**src/rtl/morse_symbol_assembler_if.sv**
```systemverilog
// rtl/morse_symbol_assembler_if.sv - symbol input, character stream and status bundle
interface morse_symbol_assembler_if;
    logic [2:0] ditsdahs;
    logic [7:0] char_out;
    logic       char_valid;
    logic       char_ready;
    logic [2:0] sym_count;
    logic       overflow;
    logic       drop;

    modport master (
        output ditsdahs, char_ready,
        input  char_out, char_valid, sym_count, overflow, drop
    );

    modport slave (
        input  ditsdahs, char_ready,
        output char_out, char_valid, sym_count, overflow, drop
    );
endinterface

```
**src/rtl/morse_symbol_assembler.sv**
```systemverilog
// rtl/morse_symbol_assembler.sv - dit/dah pattern to ASCII translator with output character FIFO
module morse_symbol_assembler #(
    parameter int FIFO_DEPTH = 4
) (
    input  logic                     clk,
    input  logic                     reset,
    morse_symbol_assembler_if.slave  bus
);
    localparam int AW = (FIFO_DEPTH > 1) ? $clog2(FIFO_DEPTH) : 1;
    localparam logic [AW:0] FULL = (AW + 1)'(FIFO_DEPTH);

    localparam logic [2:0] C_WAIT  = 3'd0;
    localparam logic [2:0] C_DIT   = 3'd1;
    localparam logic [2:0] C_DAH   = 3'd2;
    localparam logic [2:0] C_GAP   = 3'd3;
    localparam logic [2:0] C_SPACE = 3'd4;

    typedef enum logic {COLLECT, EMIT_SPACE} state_t;

    state_t      state_q, state_d;
    logic [2:0]  prev_q, code;
    logic [4:0]  pat_q, pat_d;
    logic [2:0]  cnt_q, cnt_d;
    logic        ovf_q, ovf_d;
    logic        drop_q, drop_d;
    logic        last_space_q, last_space_d;
    logic [7:0]  mem_q [FIFO_DEPTH];
    logic [AW-1:0] wr_q, rd_q;
    logic [AW:0] occ_q;
    logic        ev, is_sym, push, pop, push_ok;
    logic [7:0]  push_char;

    // First symbol lands in the most significant used bit; 0 = dit, 1 = dah.
    function automatic logic [7:0] xlate(input logic [2:0] n, input logic [4:0] p);
        logic [7:0] c;
        c = 8'h3F;
        case (n)
            3'd1: c = p[0] ? "T" : "E";
            3'd2: case (p[1:0])
                2'b00: c = "I"; 2'b01: c = "A"; 2'b10: c = "N"; default: c = "M";
            endcase
            3'd3: case (p[2:0])
                3'b000: c = "S"; 3'b001: c = "U"; 3'b010: c = "R"; 3'b011: c = "W";
                3'b100: c = "D"; 3'b101: c = "K"; 3'b110: c = "G"; default: c = "O";
            endcase
            3'd4: case (p[3:0])
                4'b0000: c = "H"; 4'b0001: c = "V"; 4'b0010: c = "F"; 4'b0100: c = "L";
                4'b0110: c = "P"; 4'b0111: c = "J"; 4'b1000: c = "B"; 4'b1001: c = "X";
                4'b1010: c = "C"; 4'b1011: c = "Y"; 4'b1100: c = "Z"; 4'b1101: c = "Q";
                default: c = 8'h3F;
            endcase
            3'd5: case (p)
                5'b11111: c = "0"; 5'b01111: c = "1"; 5'b00111: c = "2"; 5'b00011: c = "3";
                5'b00001: c = "4"; 5'b00000: c = "5"; 5'b10000: c = "6"; 5'b11000: c = "7";
                5'b11100: c = "8"; 5'b11110: c = "9";
                default: c = 8'h3F;
            endcase
            default: c = 8'h3F;
        endcase
        return c;
    endfunction

    assign code   = (bus.ditsdahs > C_SPACE) ? C_WAIT : bus.ditsdahs;
    assign ev     = (code != C_WAIT) && ((prev_q == C_WAIT) || (code != prev_q));
    assign is_sym = ev && ((code == C_DIT) || (code == C_DAH));

    always_comb begin
        state_d      = state_q;
        pat_d        = pat_q;
        cnt_d        = cnt_q;
        ovf_d        = ovf_q;
        last_space_d = last_space_q;
        push         = 1'b0;
        push_char    = 8'h20;

        // The pattern is already clear during EMIT_SPACE, so accumulation is shared.
        if (is_sym) begin
            pat_d = {pat_q[3:0], code == C_DAH};
            if (cnt_q != 3'd6) cnt_d = cnt_q + 3'd1;
            if (cnt_q >= 3'd5) ovf_d = 1'b1;
        end

        case (state_q)
            COLLECT: begin
                if (ev && (code == C_GAP) && (cnt_q != 3'd0)) begin
                    push      = 1'b1;
                    push_char = xlate(cnt_q, pat_q);
                    pat_d     = 5'd0;
                    cnt_d     = 3'd0;
                end else if (ev && (code == C_SPACE)) begin
                    if (cnt_q != 3'd0) begin
                        push      = 1'b1;
                        push_char = xlate(cnt_q, pat_q);
                        pat_d     = 5'd0;
                        cnt_d     = 3'd0;
                        state_d   = EMIT_SPACE;
                    end else if (!last_space_q) begin
                        push = 1'b1;
                    end
                end
            end
            EMIT_SPACE: begin
                push    = 1'b1;
                state_d = COLLECT;
            end
            default: state_d = COLLECT;
        endcase

        if (push) last_space_d = (push_char == 8'h20);
    end

    assign pop     = (occ_q != '0) && bus.char_ready;
    assign push_ok = push && ((occ_q != FULL) || pop);
    assign drop_d  = drop_q | (push & ~push_ok);

    always_ff @(posedge clk or posedge reset) begin
        if (reset) begin
            state_q      <= COLLECT;
            prev_q       <= C_WAIT;
            pat_q        <= 5'd0;
            cnt_q        <= 3'd0;
            ovf_q        <= 1'b0;
            drop_q       <= 1'b0;
            last_space_q <= 1'b1;
            wr_q         <= '0;
            rd_q         <= '0;
            occ_q        <= '0;
        end else begin
            state_q      <= state_d;
            prev_q       <= code;
            pat_q        <= pat_d;
            cnt_q        <= cnt_d;
            ovf_q        <= ovf_d;
            drop_q       <= drop_d;
            last_space_q <= last_space_d;
            if (push_ok) wr_q <= wr_q + 1'b1;
            if (pop)     rd_q <= rd_q + 1'b1;
            case ({push_ok, pop})
                2'b10:   occ_q <= occ_q + 1'b1;
                2'b01:   occ_q <= occ_q - 1'b1;
                default: occ_q <= occ_q;
            endcase
        end
    end

    always_ff @(posedge clk) begin
        if (push_ok) mem_q[wr_q] <= push_char;
    end

    assign bus.char_valid = (occ_q != '0);
    assign bus.char_out   = (occ_q != '0) ? mem_q[rd_q] : 8'h00;
    assign bus.sym_count  = cnt_q;
    assign bus.overflow   = ovf_q;
    assign bus.drop       = drop_q;
endmodule

```
**src/flat_wrapper.sv**
```systemverilog
// flat-port wrapper written by rule: the top's interface ports become plain ports
module morse_symbol_assembler_flat 
#(
    parameter int FIFO_DEPTH = 4
)
  (clk, reset, bus_ditsdahs, bus_char_ready, bus_char_out, bus_char_valid, bus_sym_count, bus_overflow, bus_drop);
  morse_symbol_assembler_if bus_i ();
  input  logic clk;
  input  logic reset;
  input wire logic [$bits(bus_i.ditsdahs)-1:0] bus_ditsdahs;
  input wire logic [$bits(bus_i.char_ready)-1:0] bus_char_ready;
  output wire logic [$bits(bus_i.char_out)-1:0] bus_char_out;
  output wire logic [$bits(bus_i.char_valid)-1:0] bus_char_valid;
  output wire logic [$bits(bus_i.sym_count)-1:0] bus_sym_count;
  output wire logic [$bits(bus_i.overflow)-1:0] bus_overflow;
  output wire logic [$bits(bus_i.drop)-1:0] bus_drop;
  assign bus_i.ditsdahs = bus_ditsdahs;
  assign bus_i.char_ready = bus_char_ready;
  assign bus_char_out = bus_i.char_out;
  assign bus_char_valid = bus_i.char_valid;
  assign bus_sym_count = bus_i.sym_count;
  assign bus_overflow = bus_i.overflow;
  assign bus_drop = bus_i.drop;
  morse_symbol_assembler #(.FIFO_DEPTH(FIFO_DEPTH)) u_core (.clk(clk), .reset(reset), .bus(bus_i));
endmodule
```
**config.mk**
```make
export PLATFORM = sky130hd
export DESIGN_NAME = morse_symbol_assembler_flat
export DESIGN_NICKNAME = d
export VERILOG_FILES = /design/src/rtl/morse_symbol_assembler_if.sv /design/src/rtl/morse_symbol_assembler.sv /design/src/flat_wrapper.sv
export SDC_FILE = /design/constraint.sdc
export NUM_CORES = 1
export LEC_CHECK = 0
export BUFFER_PORTS_ARGS = -buffer_cell sky130_fd_sc_hd__buf_2
export CORE_ASPECT_RATIO = 1.5
export CORE_MARGIN = 2
export CORE_UTILIZATION = 55
export CTS_CLUSTER_DIAMETER = 30
export DETAILED_ROUTE_END_ITERATION = 6
export GPL_TIMING_DRIVEN = 0
export PLACE_DENSITY = 0.77
export SLEW_MARGIN = 30
export SYNTH_ARGS = -nofsm -noshare
export SYNTH_HDL_FRONTEND = slang
export SYNTH_SLANG_ARGS = --single-unit
```
**constraint.sdc**
```tcl
create_clock -name clk -period 2.3 [get_ports clk]
set_input_delay 0.115 -clock clk [delete_from_list [all_inputs] [get_ports clk]]
set_output_delay 0.115 -clock clk [all_outputs]
set_load 0.01 [all_outputs]
```
==> results of run 1 <==
[routing by layer]
| layer | routed length, um | global-route usage | up-vias |
|---|---|---|---|
| met5 | 0 | 0 | - |
| met4 | 254 | 0.110 | 0 |
| met3 | 308 | 0.0274 | 24 |
| met2 | 3370 | 0.378 | 100 |
| met1 | 2260 | 0.233 | 1068 |
| li1 | - | - | 1054 |
[power groups by stage]
stage          Combinational [mW]  Sequential (mW)  Clock [mW]
4_1_cts                      1.94             1.32       0.628
2_1_floorplan                1.43             1.32           0
5_1_grt                      2.27             1.35       0.656
6_report                     2.07             1.32       0.623
3_3_place_gp                 1.84             1.32           0
3_5_place_dp                 1.89             1.34           0
[metrics by stage]
| step | std cells | util | power [mW] |
|---|---|---|---|
| 5_1_grt | 375 | 0.643 | 4.28 |
| 3_3_place_gp | 358 | 0.597 | 3.17 |
| 3_5_place_dp | 358 | 0.597 | 3.23 |
| 6_report | 375 | 0.643 | 4.01 |
| 4_1_cts | 373 | 0.630 | 3.89 |
| 2_1_floorplan | 270 | - | 2.74 |
[repair_timing]
item	in CTS	in global routing
buffers inserted	6	3
hold buffers	1	0
resized for setup	6	14
setup endpoints to repair	22	22
pin swaps	5	0
hold endpoints to repair	21	0
cloned	0	0
[cells by family after synthesis]
group,Yosys count,synth area share
muxes,15,0.0852
and+or+nand+nor,76,0.148
DFF,50,0.463
adders and majority gates,21,0.0898
AOI/OAI and AO/OA,65,0.148
buffers and inverters,36,0.0482
xor gates and xnor gates,6,0.0175
other,1,0.00125
[sequential cells by signal (all words and copies together) (netlist names)]
| name | cells |
|---|---|
| u_core.bus.overflow | 1 |
| u_core.bus.sym_count | 3 |
| u_core.occ_q | 3 |
| u_core.bus.drop | 1 |
| u_core.rd_q | 2 |
| u_core.prev_q | 3 |
| u_core.mem_q | 28 |
| u_core.pat_q | 5 |
| u_core.wr_q | 2 |
| u_core.last_space_q | 1 |
| u_core.state_q | 1 |
[final cells by class]
class	count	area, um2
Fill cell	418	1920
Clock inverter	3	43.8
Inverter	20	77.6
Multi-Input combinational cell	184	1540
Tap cell	70	87.6
Clock buffer	5	68.8
Buffer	15	70.1
Sequential cell	50	1400
Timing Repair Buffer	28	168
[cells in the final DEF (no fill, tap or decap), drive strengths merged, types with 5 or more instances in the layout]
cell type and instances:
buf 33, mux4 8, inv 21, ha 20, clkbuf 14, nand2b 8
a21oi 12, nand2 12, a31oi 5, mux2i 5, nor2 9, dfrtp 21
nor3b 6, nand3 8, edfxtp 28, o21ai 19, and2 13
[worst max-delay path: cells and delay by family (launching register included)]
kind                     cells  cell delay (ns)
AO/OA/AOI/OAI                2             0.50
XOR/XNOR                     2             0.30
adder cells (fa/ha/maj)      2             0.47
buffers and inverters        2             0.10
flip-flops                   1             0.41
AND/OR/NAND/NOR              2             0.50
[worst max-delay path by stage]
stage / startpoint / to / slack, ns / cells past startpoint
after floorplan: u_core.prev_q[0] / u_core.occ_q[2] / -0.03 / 10
after global placement: u_core.pat_q[1] / u_core.mem_q[0][3] / -0.17 / 8
after detailed placement: u_core.pat_q[1] / u_core.mem_q[0][2] / -0.22 / 8
after CTS: u_core.prev_q[1] / u_core.occ_q[2] / -0.01 / 10
after global routing: u_core.prev_q[1] / u_core.occ_q[2] / -0.16 / 10
final: u_core.prev_q[0] / u_core.occ_q[2] / -0.04 / 10
==> implementation parameters, run 1 <==
Parameter                              Value

Run status
  Status    finished with violations
  Failing checks    negative setup slack

Pwr
  Proportion of power drawn by flip-flops and latches    0.329
  Leakage Power    about 1.4 nW
  Total internal power    roughly 2.4 mW
  Proportion of power drawn by the clock network    0.155
  Pwr/cell area    between 1000 and 1500 nW/um2
  Power share of the combinational group    0.516
  Net switching power    1.57 mW
  Sw Share    0.392
  Peak VDD IR    between 0.6 and 0.7 mV

Synthesis
  Cell area after synthesis    3010 um2
  Synth top cells by count    sky130_fd_sc_hd__edfxtp_1 (28), sky130_fd_sc_hd__dfrtp_1 (21), sky130_fd_sc_hd__ha_1 (20), sky130_fd_sc_hd__inv_1 (20), sky130_fd_sc_hd__o21ai_0 (19)
  Post-synthesis cell type with the largest combined area    sky130_fd_sc_hd__edfxtp_1
  Share of synthesized flip-flops with an asynchronous set or reset    0.440
  Avg Synthesized Cell Area    between 10 and 15 um2
  Most frequent cell after synthesis    sky130_fd_sc_hd__edfxtp_1
  Area fraction of the dominant cell type after synthesis    0.279
  Count of flip-flops with a built-in enable after synthesis    28
  Mapped Nets    297
  Gate count after technology mapping    270
  Number of warnings reported in the yosys synthesis log    0
  Library cells used by synthesis    between 50 and 60
  Cells taking the most area after synthesis    sky130_fd_sc_hd__edfxtp_1 (28%), sky130_fd_sc_hd__dfrtp_1 (17%), sky130_fd_sc_hd__ha_1 (8.3%)
  Flop and latch count out of synthesis    50
  Sequential share of the synthesized area    0.463
  Most instantiated flip-flop cell in the synthesis netlist    sky130_fd_sc_hd__edfxtp_1

GRT
  GR Util All Layers    0.207
  Overflow left after global routing    0
  Number of antenna violations at the first check in global routing    0
  Number of global-route vias before repair    between 2000 and 2500
  Maximum number of pins on one net before global-route repair    23
  Wire length of the first global-routing pass    between 9000 and 10000 um

STA
  Setup clock skew after layout    0.0107 ns
  Max-slew headroom    0.457
  Setup repair after global routing missed its margin    yes
  Minimum clock period after layout    approximately 2.3 ns
  Smallest setup slack after layout    -0.0433 ns
  F_max    427 MHz
  Transition at the pin with the smallest max-transition slack    ~0.81 ns
  Setup_tns    -0.0433 ns
  Final setup violating endpoints    1
  Crit share post-route    1.02
  Pins over their slew limit    0
  Count of endpoints failing hold in the final timing report    0
  Post-Route Hold Slack    0.109 ns

Final layout
  Area Growth Syn to Fin    14.6%
  Share of layout cells above drive strength 1    0.266
  Design Area, Final    ~3400 um2
  Net count, final    between 300 and 400
  Number of diodes    0

Floorplanning
  Starting density of the core    0.561
  Placeable core region    about 5400 um2
  Chip Height    94.6 um
  I/O pin total    20
  Horizontal die dimension    ~64 um
  Std-Cell Rows    33
  Full die area    ~6100 um2

Placement
  DPL Wire Length    roughly 4300 um
  Worst setup slack before clock tree synthesis    -0.216 ns
  Port Buffer Count    18
  Final Wtd Congestion    0.915
  Post-placement cell area    about 3200 um2

Clock network
  Clock buffer count from CTS    5
  CTS tree    yes
  Buffer depth of the longest clock path    2
  Clock root cell    sky130_fd_sc_hd__clkbuf_8
  Clock Pin Slew Worst Setup and Hold Paths    about 0.090 ns
  Clk_lat worst skew    0.31 ns
  Level count of the clock H-tree    2
  Clock sink total    50

Routing
  Pre-Repair DR Iteration Count    6
  Antenna violation net count after detailed routing    0
  Wire length per cell after detailed routing    about 17 um
  Vias after detailed routing    ~2200
  Starting DRC count in detailed routing    105
  Detailed-route DRC error count    0
  Post-Route WL    around 6200 um
  Ratio of routed vias to standard cells    approximately 6.0

Min path
  Path category of the worst min-delay check    in2reg
  Hold Path Depth    2
  Min-Delay Endpoint    u_core.prev_q[0]
  Hold path startpoint    bus_ditsdahs[0]

Setup path
  Critical R2R Capture    u_core.occ_q[2]
  Critical path capture point type    register
  Maximum fanout encountered on the critical timing path    2
  Flop2flop setup slack    -0.04 ns
  CP startpoint kind    register
  Worst R2R Path Depth    10
  Start of the worst register-to-register path    u_core.prev_q[0]
  Critical setup path kind    reg2reg
  Required time of the worst setup path    ~2.5 ns
  Critical Path AT    2.58 ns
  Library cell appearing most often on the critical path    sky130_fd_sc_hd__xor2_1
  Delay of the slowest cell on the worst path    roughly 0.4 ns
  Ordered cell list for the critical path    or3b_4 > a32o_2 > o211a_4 > inv_4 > ha_4 > inv_2 > fa_2 > xor2_1 > nor2_1 > xor2_1
  CP max stage cell    sky130_fd_sc_hd__dfrtp_1

Flow run
  Max-capacitance violation count    0
Note: power is estimated with default switching activity, not from simulation.
==> run 2, diff against run 1 <==
--- a/config.mk
+++ b/config.mk
@@ -13,6 +13,7 @@
 export DETAILED_ROUTE_END_ITERATION = 6
 export GPL_TIMING_DRIVEN = 0
 export PLACE_DENSITY = 0.77
+export SKIP_CTS_REPAIR_TIMING = 1
 export SLEW_MARGIN = 30
 export SYNTH_ARGS = -nofsm -noshare
 export SYNTH_HDL_FRONTEND = slang
==> run 2 against run 1 <==
Against the previous run:
- the flow finishes with violations (negative hold slack, negative setup slack)
- final area is the same
- routed wire length decreased by 0.63%
- die area unchanged
- non-clock buffer count is 2 lower
- setup slack worse by 0.036 ns
- core utilization unchanged
- global-route usage is 0.64 points lower
- register-to-register slack got worse by 0.04 ns
- critical path depth stayed put
- first-iteration DRC count fell by 11%
- maximum frequency decreased by 1.5%
- sequential power hardly changed
- critical path type unchanged
- critical endpoint unchanged
- largest cell class unchanged
- largest power group unchanged
- highest routed layer unchanged
==> implementation parameters, run 2 (same netlist as run 1, synthesis figures left out) <==
Parameter                              Value

Final layout
  Register cell area after layout    about 1400 um2
  Total area of multi-input combinational cells    between 1500 and 2000 um2
  Number of diodes    0
  Most common cell after layout, fill and taps aside    sky130_fd_sc_hd__edfxtp_1
  Share of layout cells above drive strength 1    0.271
  Largest registers    u_core.mem_q x28, u_core.pat_q x5
  Commonest cells after routing, fill and taps aside    sky130_fd_sc_hd__edfxtp_1 (28), sky130_fd_sc_hd__buf_2 (23), sky130_fd_sc_hd__dfrtp_1 (19), sky130_fd_sc_hd__inv_1 (18), sky130_fd_sc_hd__o21ai_0 (18)
  Max FFs per register    28
  Top reg by flops    u_core.mem_q
  Number of standard cells in the layout, taps in and fillers out    between 300 and 400
  Area Growth Syn to Fin    14.6%
  Net count, final    329
  Design Area, Final    between 3000 and 4000 um2
  Number of fill cells    around 420

Clock network
  Clock sink total    50
  Clock root cell    sky130_fd_sc_hd__clkbuf_8
  Level count of the clock H-tree    2
  Buffer depth of the longest clock path    2
  Clock buffer count from CTS    5
  Clk_lat worst skew    between 0.3 and 0.4 ns
  Clock Pin Slew Worst Setup and Hold Paths    around 0.090 ns
  CTS tree    yes

STA
  Smallest setup slack after layout    -0.0792 ns
  Post-Route Hold Slack    -0.0477 ns
  Pins over their slew limit    0
  Crit share post-route    1.03
  Count of endpoints failing hold in the final timing report    21
  Setup_tns    -0.0792 ns
  Transition at the pin with the smallest max-transition slack    0.826 ns
  Max-slew headroom    0.449
  Setup repair after global routing missed its margin    yes
  F_max    420 MHz
  Setup clock skew after layout    approximately 0.0088 ns
  Final setup violating endpoints    1
  Minimum clock period after layout    between 2 and 2.5 ns

Routing
  Pre-Repair DR Iteration Count    5
  Detailed-route DRC error count    0
  Antenna violation net count after detailed routing    0
  Vias after detailed routing    ~2300
  Ratio of routed vias to standard cells    roughly 6.0
  Starting DRC count in detailed routing    93
  Post-Route WL    between 6000 and 7000 um
  Wire length per cell after detailed routing    around 17 um

Placement
  DPL Wire Length    about 4300 um
  Post-placement cell area    roughly 3200 um2
  Port Buffer Count    18
  Placed instance count    358
  Final Wtd Congestion    0.915

GRT
  Wire length of the first global-routing pass    9480 um
  Maximum number of pins on one net before global-route repair    23
  Number of antenna violations at the first check in global routing    0
  GR Util All Layers    0.201
  Number of global-route vias before repair    just over 2000
  Overflow left after global routing    0

Setup path
  Crit path max-delay family    simple AND/OR/NAND/NOR gates
  Maximum fanout encountered on the critical timing path    4
  Critical Path AT    ~2.6 ns
  Critical path capture point type    register
  CP max stage cell    sky130_fd_sc_hd__dfrtp_1
  Required time of the worst setup path    between 2 and 3 ns
  Delay of the slowest cell on the worst path    about 0.4 ns
  Critical setup path kind    reg2reg
  Crit path buffers/inverters    2
  CP startpoint kind    register
  Ordered cell list for the critical path    or3b_4 > a32o_2 > o211a_4 > inv_4 > ha_4 > inv_2 > fa_2 > xor2_1 > nor2_1 > xor2_1
  Library cell appearing most often on the critical path    sky130_fd_sc_hd__xor2_1

Floorplanning
  Chip Height    about 95 um
  I/O pin total    20
  Horizontal die dimension    around 64 um
  Full die area    about 6000 um2
  Placeable core region    around 5400 um2
  Std-Cell Rows    33
  Starting density of the core    0.561

Pwr
  Leakage Power    around 1.4 nW
  Peak VDD IR    approximately 0.66 mV
  Pwr/cell area    approximately 1200 nW/um2
  Overall power consumption    4.03 mW

Flow run
  Max-capacitance violation count    0

Run status
  Status    finished with violations
  Failing checks    negative hold slack, negative setup slack

Min path
  Path category of the worst min-delay check    in2async
==> run 2: metrics by stage <==
step           setup WS (ns)  hold WS, ns  utilization
2_1_floorplan        -0.0264        0.103            -
3_3_place_gp          -0.169        0.316        0.597
3_5_place_dp          -0.216        0.315        0.597
4_1_cts               -0.229      -0.0162        0.617
5_1_grt               -0.215       0.0327        0.643
6_report             -0.0792      -0.0477        0.643
==> run 2: metal layers <==
layer / GRT usage / routed length [um] / vias up
li1: - / - / 1055
met1: 0.230 / 2230 / 1072
met2: 0.361 / 3330 / 99
met3: 0.0274 / 300 / 28
met4: 0.108 / 302 / 0
met5: 0 / 0 / -
==> run 2: layout make-up <==
cell class,instances,share of cell area
Timing Repair Buffer,26,0.0435
Sequential cell,50,0.404
Multi-Input combinational cell,184,0.451
Clock inverter,3,0.0127
Inverter,20,0.0225
Buffer,15,0.0203
Clock buffer,5,0.0199
Tap cell,70,0.0254
==> run 2: worst paths after layout <==
path	start	endpoint	slack (ns)	depth (start not counted)
max in group asynchronous	reset	u_core.pat_q[1]	1.78	2
min in group clk	bus_ditsdahs[0]	u_core.prev_q[0]	0.11	2
worst max-delay path	u_core.prev_q[0]	u_core.occ_q[2]	-0.08	10
worst min-delay path	reset	u_core.occ_q[2]	-0.05	2
worst min register to register	u_core.bus.drop	u_core.bus.drop	0.49	1
worst max register to register	u_core.prev_q[0]	u_core.occ_q[2]	-0.08	10
==> run 2: power by group <==
part	switching (mW)	total, mW	leakage (nW)	internal, mW
Combinational	1.14	2.08	0.777	0.935
Clock	0.298	0.624	0.0585	0.326
Sequential	0.143	1.33	0.524	1.18
